**config.mk**
```make
export PLATFORM = sky130hd
export DESIGN_NAME = pipe_sub8
export DESIGN_NICKNAME = d
export VERILOG_FILES = /design/src/rtl/pipe_sub8_pkg.sv /design/src/rtl/mysub1.sv /design/src/rtl/pipe_sub8.sv
export SDC_FILE = /design/constraint.sdc
export NUM_CORES = 1
export LEC_CHECK = 0
export ABC_AREA = 1
export CAP_MARGIN = 20
export CORE_AREA = 2 2 119 121
export CTS_BUF_LIST = sky130_fd_sc_hd__clkbuf_2 sky130_fd_sc_hd__clkbuf_4 sky130_fd_sc_hd__clkbuf_8
export CTS_CLUSTER_DIAMETER = 40
export DETAILED_ROUTE_END_ITERATION = 7
export DIE_AREA = 0 0 121 123
export MAX_ROUTING_LAYER = met4
export PLACE_DENSITY = 0.53
export SLEW_MARGIN = 10
export SYNTH_ARGS = -nofsm -noshare
export SYNTH_HDL_FRONTEND = slang
export SYNTH_SLANG_ARGS = --single-unit
export TNS_END_PERCENT = 5
```
**constraint.sdc**
```tcl
create_clock -name clk -period 2.7 [get_ports clk]
set_clock_uncertainty 0.05 [all_clocks]
set_input_delay 0.54 -clock clk [delete_from_list [all_inputs] [get_ports clk]]
set_output_delay 0.54 -clock clk [all_outputs]
set_load 0.05 [all_outputs]
```
**src/rtl/pipe_sub8_pkg.sv**
```systemverilog
// Shared constants for the pipelined ripple-borrow subtractor.
package pipe_sub8_pkg;

  localparam int unsigned WIDTH   = 8;
  localparam int unsigned LATENCY = WIDTH + 1;

endpackage

```
**src/rtl/mysub1.sv**
```systemverilog
// One-bit full subtractor: d = a - b - bin, with borrow out.
module mysub1 (
  input  logic a,
  input  logic b,
  input  logic bin,
  output logic d,
  output logic bout
);

  assign d    = a ^ b ^ bin;
  assign bout = (~a & b) | (~(a ^ b) & bin);

endmodule

```
**src/rtl/pipe_sub8.sv**
```systemverilog
// Pipelined ripple-borrow subtractor, one bit per stage: D = A - B, BOUT = (A < B).
// Register ranks: capture, WIDTH borrow stages, output (WIDTH+2 in total).
// Optional macro SUB_OVF_EN adds the signed-overflow output OVF.
module pipe_sub8
  import pipe_sub8_pkg::*;
(
  input  logic             clk,
  input  logic             rst_n,
  input  logic             en,
  input  logic             in_valid,
  input  logic [WIDTH-1:0] A,
  input  logic [WIDTH-1:0] B,
  output logic             out_valid,
  output logic [WIDTH-1:0] D,
  output logic             BOUT
`ifdef SUB_OVF_EN
  ,
  output logic             OVF
`endif
);

  // vld_r[0] is the capture rank; vld_r[k+1] is the rank after stage k
  logic [WIDTH:0]   vld_r;
  // opa_r/opb_r[k] are the operands seen by stage k (index 0 = capture)
  logic [WIDTH-1:0] opa_r [WIDTH];
  logic [WIDTH-1:0] opb_r [WIDTH];
  // brw_r[k] and dif_r[k] hold the borrow and partial difference after stage k
  logic [WIDTH-1:0] brw_r;
  logic [WIDTH-1:0] dif_r [WIDTH];

  logic [WIDTH-1:0] a_c;
  logic [WIDTH-1:0] b_c;
  logic [WIDTH-1:0] bin_c;
  logic [WIDTH-1:0] d_c;
  logic [WIDTH-1:0] bo_c;

`ifdef SUB_OVF_EN
  logic sa_r;
  logic sb_r;
`endif

  // Pick operand bit k out of the operand copy travelling alongside stage k
  always_comb begin
    a_c = '0;
    b_c = '0;
    for (int k = 0; k < WIDTH; k++) begin
      a_c[k] = opa_r[k][k];
      b_c[k] = opb_r[k][k];
    end
  end

  // Stage 0 has no incoming borrow; stage k takes the registered borrow of stage k-1
  assign bin_c = {brw_r[WIDTH-2:0], 1'b0};

  for (genvar k = 0; k < WIDTH; k++) begin : g_stage
    mysub1 u_sub (
      .a    (a_c[k]),
      .b    (b_c[k]),
      .bin  (bin_c[k]),
      .d    (d_c[k]),
      .bout (bo_c[k])
    );
  end

  // Capture rank plus all borrow stages advance together when en is high
  always_ff @(posedge clk or negedge rst_n) begin
    if (!rst_n) begin
      vld_r <= '0;
      brw_r <= '0;
      for (int k = 0; k < WIDTH; k++) begin
        opa_r[k] <= '0;
        opb_r[k] <= '0;
        dif_r[k] <= '0;
      end
    end else if (en) begin
      vld_r    <= {vld_r[WIDTH-1:0], in_valid};
      opa_r[0] <= A;
      opb_r[0] <= B;
      for (int k = 1; k < WIDTH; k++) begin
        opa_r[k] <= opa_r[k-1];
        opb_r[k] <= opb_r[k-1];
      end
      brw_r    <= bo_c;
      dif_r[0] <= WIDTH'(d_c[0]);
      for (int k = 1; k < WIDTH; k++) begin
        dif_r[k] <= dif_r[k-1] | (WIDTH'(d_c[k]) << k);
      end
    end
  end

`ifdef SUB_OVF_EN
  // Sign bits of the operands ride alongside the last borrow stage
  always_ff @(posedge clk or negedge rst_n) begin
    if (!rst_n) begin
      sa_r <= 1'b0;
      sb_r <= 1'b0;
    end else if (en) begin
      sa_r <= opa_r[WIDTH-1][WIDTH-1];
      sb_r <= opb_r[WIDTH-1][WIDTH-1];
    end
  end
`endif

  // Output rank: completed difference, final borrow and valid tag
  always_ff @(posedge clk or negedge rst_n) begin
    if (!rst_n) begin
      out_valid <= 1'b0;
      D         <= '0;
      BOUT      <= 1'b0;
`ifdef SUB_OVF_EN
      OVF       <= 1'b0;
`endif
    end else if (en) begin
      out_valid <= vld_r[WIDTH];
      D         <= dif_r[WIDTH-1];
      BOUT      <= brw_r[WIDTH-1];
`ifdef SUB_OVF_EN
      OVF       <= (sa_r ^ sb_r) & (dif_r[WIDTH-1][WIDTH-1] ^ sa_r);
`endif
    end
  end

endmodule

```
==> Word-level counts from Yosys, hierarchy flattened <==
Index checks and enable logic that the tools add are counted.
W data, S select, Z words.
{ "word_totals": {"in_bits": 20, "output_inout_bits": 10, "wordCells": 88, "regBits": 212} }
{ "op_classes": {"n_bitwise": 59} }
{ "ops": {"columns": ["op", "n"], "rows": [
  ["$and A1 B1 Y1", 15],
  ["$not A1 Y1", 15],
  ["$xor A1 B1 Y1", 15],
  ["$or A8 B3 Y8", 1],
  ["$or A8 B4 Y8", 1],
  ["$or A8 B5 Y8", 1],
  ["$or A8 B6 Y8", 1],
  ["$or A8 B7 Y8", 1],
  ["$or A8 B8 Y8", 1],
  ["$or A1 B1 Y1", 7],
  ["$or A1 B2 Y2", 1]
]} }

==> Longest topological paths before layout <==
{ "depth": {"depth_word": 4, "mapped_depth": 6, "depth_no_buf": 5} }

==> Modules after synthesis <==
Synthesis repeated with hierarchy kept, for this count alone.
{ "unflattened": {"cells_unflattened": 603, "hier_area_um2": 5352.6} }
{ "modules_own_cells": {"columns": ["module", "cells_per_inst", "area_each_um2", "instances", "seq_area_each_um2"], "rows": [
  ["pipe_sub8", 571, 5102.4, 1, 3378.2],
  ["mysub1", 4, 31.3, 8, 0.0]
]} }

==> Worst setup path after synthesis <==
No wires, ideal clock.
{ "synth_path": {"path_kind": "in2reg", "from": "input port en", "to": "register D[0]", "cell_stages": 6, "arrival_time_ns": 1.076, "t_required_ns": 2.531, "n_path_buf": 3, "path_slack_ns": 1.455, "setup_ns": 0.119, "cell_sequence": "buf_4 > inv_4 > buf_6 > buf_6 > nand2_1 > nand2_1"} }
{ "synth_lines": {"columns": ["item", "line_no", "text"], "rows": [
  ["start: declaration", "pipe_sub8.sv:9", "input logic en,"],
  ["end signal: assignment", "pipe_sub8.sv:115", "D <= dif_r[WIDTH-1];"],
  ["end: declaration", "pipe_sub8.sv:14", "output logic [WIDTH-1:0] D,"]
]} }

==> Worst setup path after layout <==
{ "layout_path": {"from": "register D[1]", "to": "output port D[1]"} }
No word-level cell between the ends.

==> flow_summary.yaml <==
place:
  numPortBuffers: 29
  place.gp.congestion: 0.6926
  dp_slack_ns: 0.9735
  dp_hpwl_microns: 4456
floorplanning:
  initial_utilization_pct: 39.19
  die_y_microns: 123
  die_area_sq_mm: 0.01488
  fp.coreArea_sq_mm: 0.01361
  num_io_pins: 30
  die_w_microns: 121
  rows: 43
grt:
  grt_pass1_wl_microns: 15120
  antenna_found_initial: 0
  grt_overflow: 0
  grt_use_total_pct: 13.18
  grt_pass1_vias: 3407
  grt_max_degree: 136
timing:
  fmax_ghz: 0.4589
  tns_ns: 0
  slew_violations: 0
  relSlewSlack_pct: 57.40
  hold_viol: 0
  timing_worst_slew_pin_value_ns: 0.6391
  fin_crit_sh_pct: 80.71
  hold_slack_ns: 0.04145
  fin_ws_ns: 0.5209
  rsz0062_at_grt: "false"
  fin_crit_ns: 2.179
  setup_viol: 0
drt:
  remaining_drc_errors: 0
  routed-wl-met3_microns: 328
  wl_microns: 8403
  ant_nets: 0
  firstDrtPassIters: 4
  m1WireLength_microns: 4248
  drtIter0Drc: 285
  top_layer: "met4"
  wl_per_cell_microns: 10.27
  viasPerCell: 4.304
  wl_met2_microns: 3653
  routed-via-count: 3521
yosys:
  synthTopCellsByArea: "dfrtp_1 63%, nand2_1 28%, fa_1 2.6%"
  synthAdderAreaFrac_pct: 2.861
  netlist_area_sq_mm: 0.005335
  syn_inst: 601
  synth.net_count: 629
  yosysWarnings: 0
  yosysMostFrequentCell: "nand2_1"
  synth_top_area_share_pct: 63.32
  synth_commonest_cells: "405 x nand2_1, 135 x dfrtp_1, 23 x inv_1, 21 x buf_2"
  ys_types: 9
  synth_top_family_by_area: "simple AND/OR/NAND/NOR gates"
  synth-edff-count: 0
  yosys.area_share.simple_pct: 28.49
  muxShareOfSynthArea_pct: 0
  ys_seq_area_share_pct: 63.32
  synth-compound-area-share_pct: 0
  synth_xor_xnor_area_share_pct: 0
  yosysTopAreaCell: "dfrtp_1"
  syn_avg_cell_area_sq_um: 8.877
  synth_ff_type: "dfrtp_1"
  synth-seq-cells: 135
  ys_async_sr_fraction_pct: 100.0
finish:
  regArea_sq_mm: 0.003378
  n_antenna_cell: 0
  fillers: 1326
  final_util_pct: 45.58
  drive_gt1_share_pct: 6.270
  syn_to_final_growth_pct: 16.30
  nets: 653
  multi_input_area_sq_mm: 0.001673
pwr:
  leakagePower_uw: 0.003407
  peakVddDrop_uv: 396.4
  power_density_mw_per_mm2: 846.1
critical_path:
  crit_path_max_fanout: 2
  cpPeakStageDelay_ns: 0.80
  worstSetupPathType: "flop to output pin"
  path_buf_inv: 1
  arrival_ns: 1.59
  crit_chain: "clkdlybuf4s50_1"
  path_delay_family: "buffers and inverters"
  endpoint_kind: "output pin"
  startpoint_type: "flop"
  crit_required_ns: 2.11
  slowest_stage: "clkdlybuf4s50_1"
clock_tree:
  cts_resized: 0
  postCtsSetupBuffers: 0
  cts_hold_buffers: 0
  clk_pin_slew_worst_paths_ns: 0.07
  cts_tree: "built"
  clock-root-buffer: "clkbuf_8"
  htree_levels: 4
  clock_sinks: 135
  clockBufferDepth: 2
  insertion_delay_ns: 0.44
  cts_inserted_buffers: 17
job:
  cap_viol_max_count: 0
run_status:
  status: "finished clean"
worst_hold_path:
  holdCritPathClass: "input pin to async pin"
## report_power, final
group | total (uW) | leakage, uW | switching [uW] | internal (uW)
Sequential | 2560 | 0.00173 | 185 | 2380
Clock | 1930 | 0.000231 | 759 | 1170
Combinational | 757 | 0.00145 | 470 | 287
Total | 5250 | 0.00341 | 1410 | 3840
## path summary, 6_finish.rpt
kind,from,endpoint,slack [ns],depth (start not counted)
setup / recovery,D[1],D[1],0.52,1
setup reg to reg,b_c[1],dif_r[49],1.50,4
hold / removal,rst_n,dif_r[18],0.04,1
max in group asynchronous,rst_n,b_c[0],1.84,2
min in group clk,opb_r[51],opb_r[51],0.42,2
hold reg to reg,opb_r[51],opb_r[51],0.42,2
## cell families after synthesis
kind of cell	after synthesis
flops	135
buf+inv	53
simple gates	405
fa+ha+maj	8
## final cells by class
type | instances | share of cell area, %
Clock buffer | 20 | 4.436
Clock inverter | 12 | 3.166
Sequential cell | 135 | 54.45
Timing Repair Buffer | 34 | 5.868
Inverter | 24 | 1.492
Multi-Input combinational cell | 413 | 26.96
Tap cell | 180 | 3.630
## routing by layer
layer / vias to the layer above / GRT usage [%]
met5: - / -
met4: 0 / 6.323
met1: 1628 / 16.31
met3: 14 / 3.875
met2: 56 / 19.98
li1: 1823 / -
## cells in the final DEF (no fill, tap or decap)
cell,instances
dfrtp_1,135
fa_1,7
inv_6,1
inv_4,1
bufinv_16,5
clkinv_2,3
buf_6,1
ha_1,1
inv_1,23
clkinvlp_4,3
clkbuf_8,20
buf_12,3
buf_4,3
nand2_1,405
clkdlybuf4s50_1,27
## sequential cells by signal (all words and copies together) (netlist names)
name       flops
out_valid      1
BOUT           1
D              8
dif_r         36
opb_r         28
brw_r          8
a_c            8
b_c            8
vld_r          9
opa_r         28
## metrics by stage
| step | std cells | power [uW] | instance area (sq um) |
|---|---|---|---|
| floorplan | 601 | 3123 | 5335 |
| global placement | 786 | 3351 | 5733 |
| detailed placement | 786 | 3376 | 5733 |
| CTS | 818 | 5342 | 6205 |
| global route | 818 | 5595 | 6205 |
| finish | 818 | 5250 | 6205 |
Note: power is estimated with default switching activity, not from simulation.
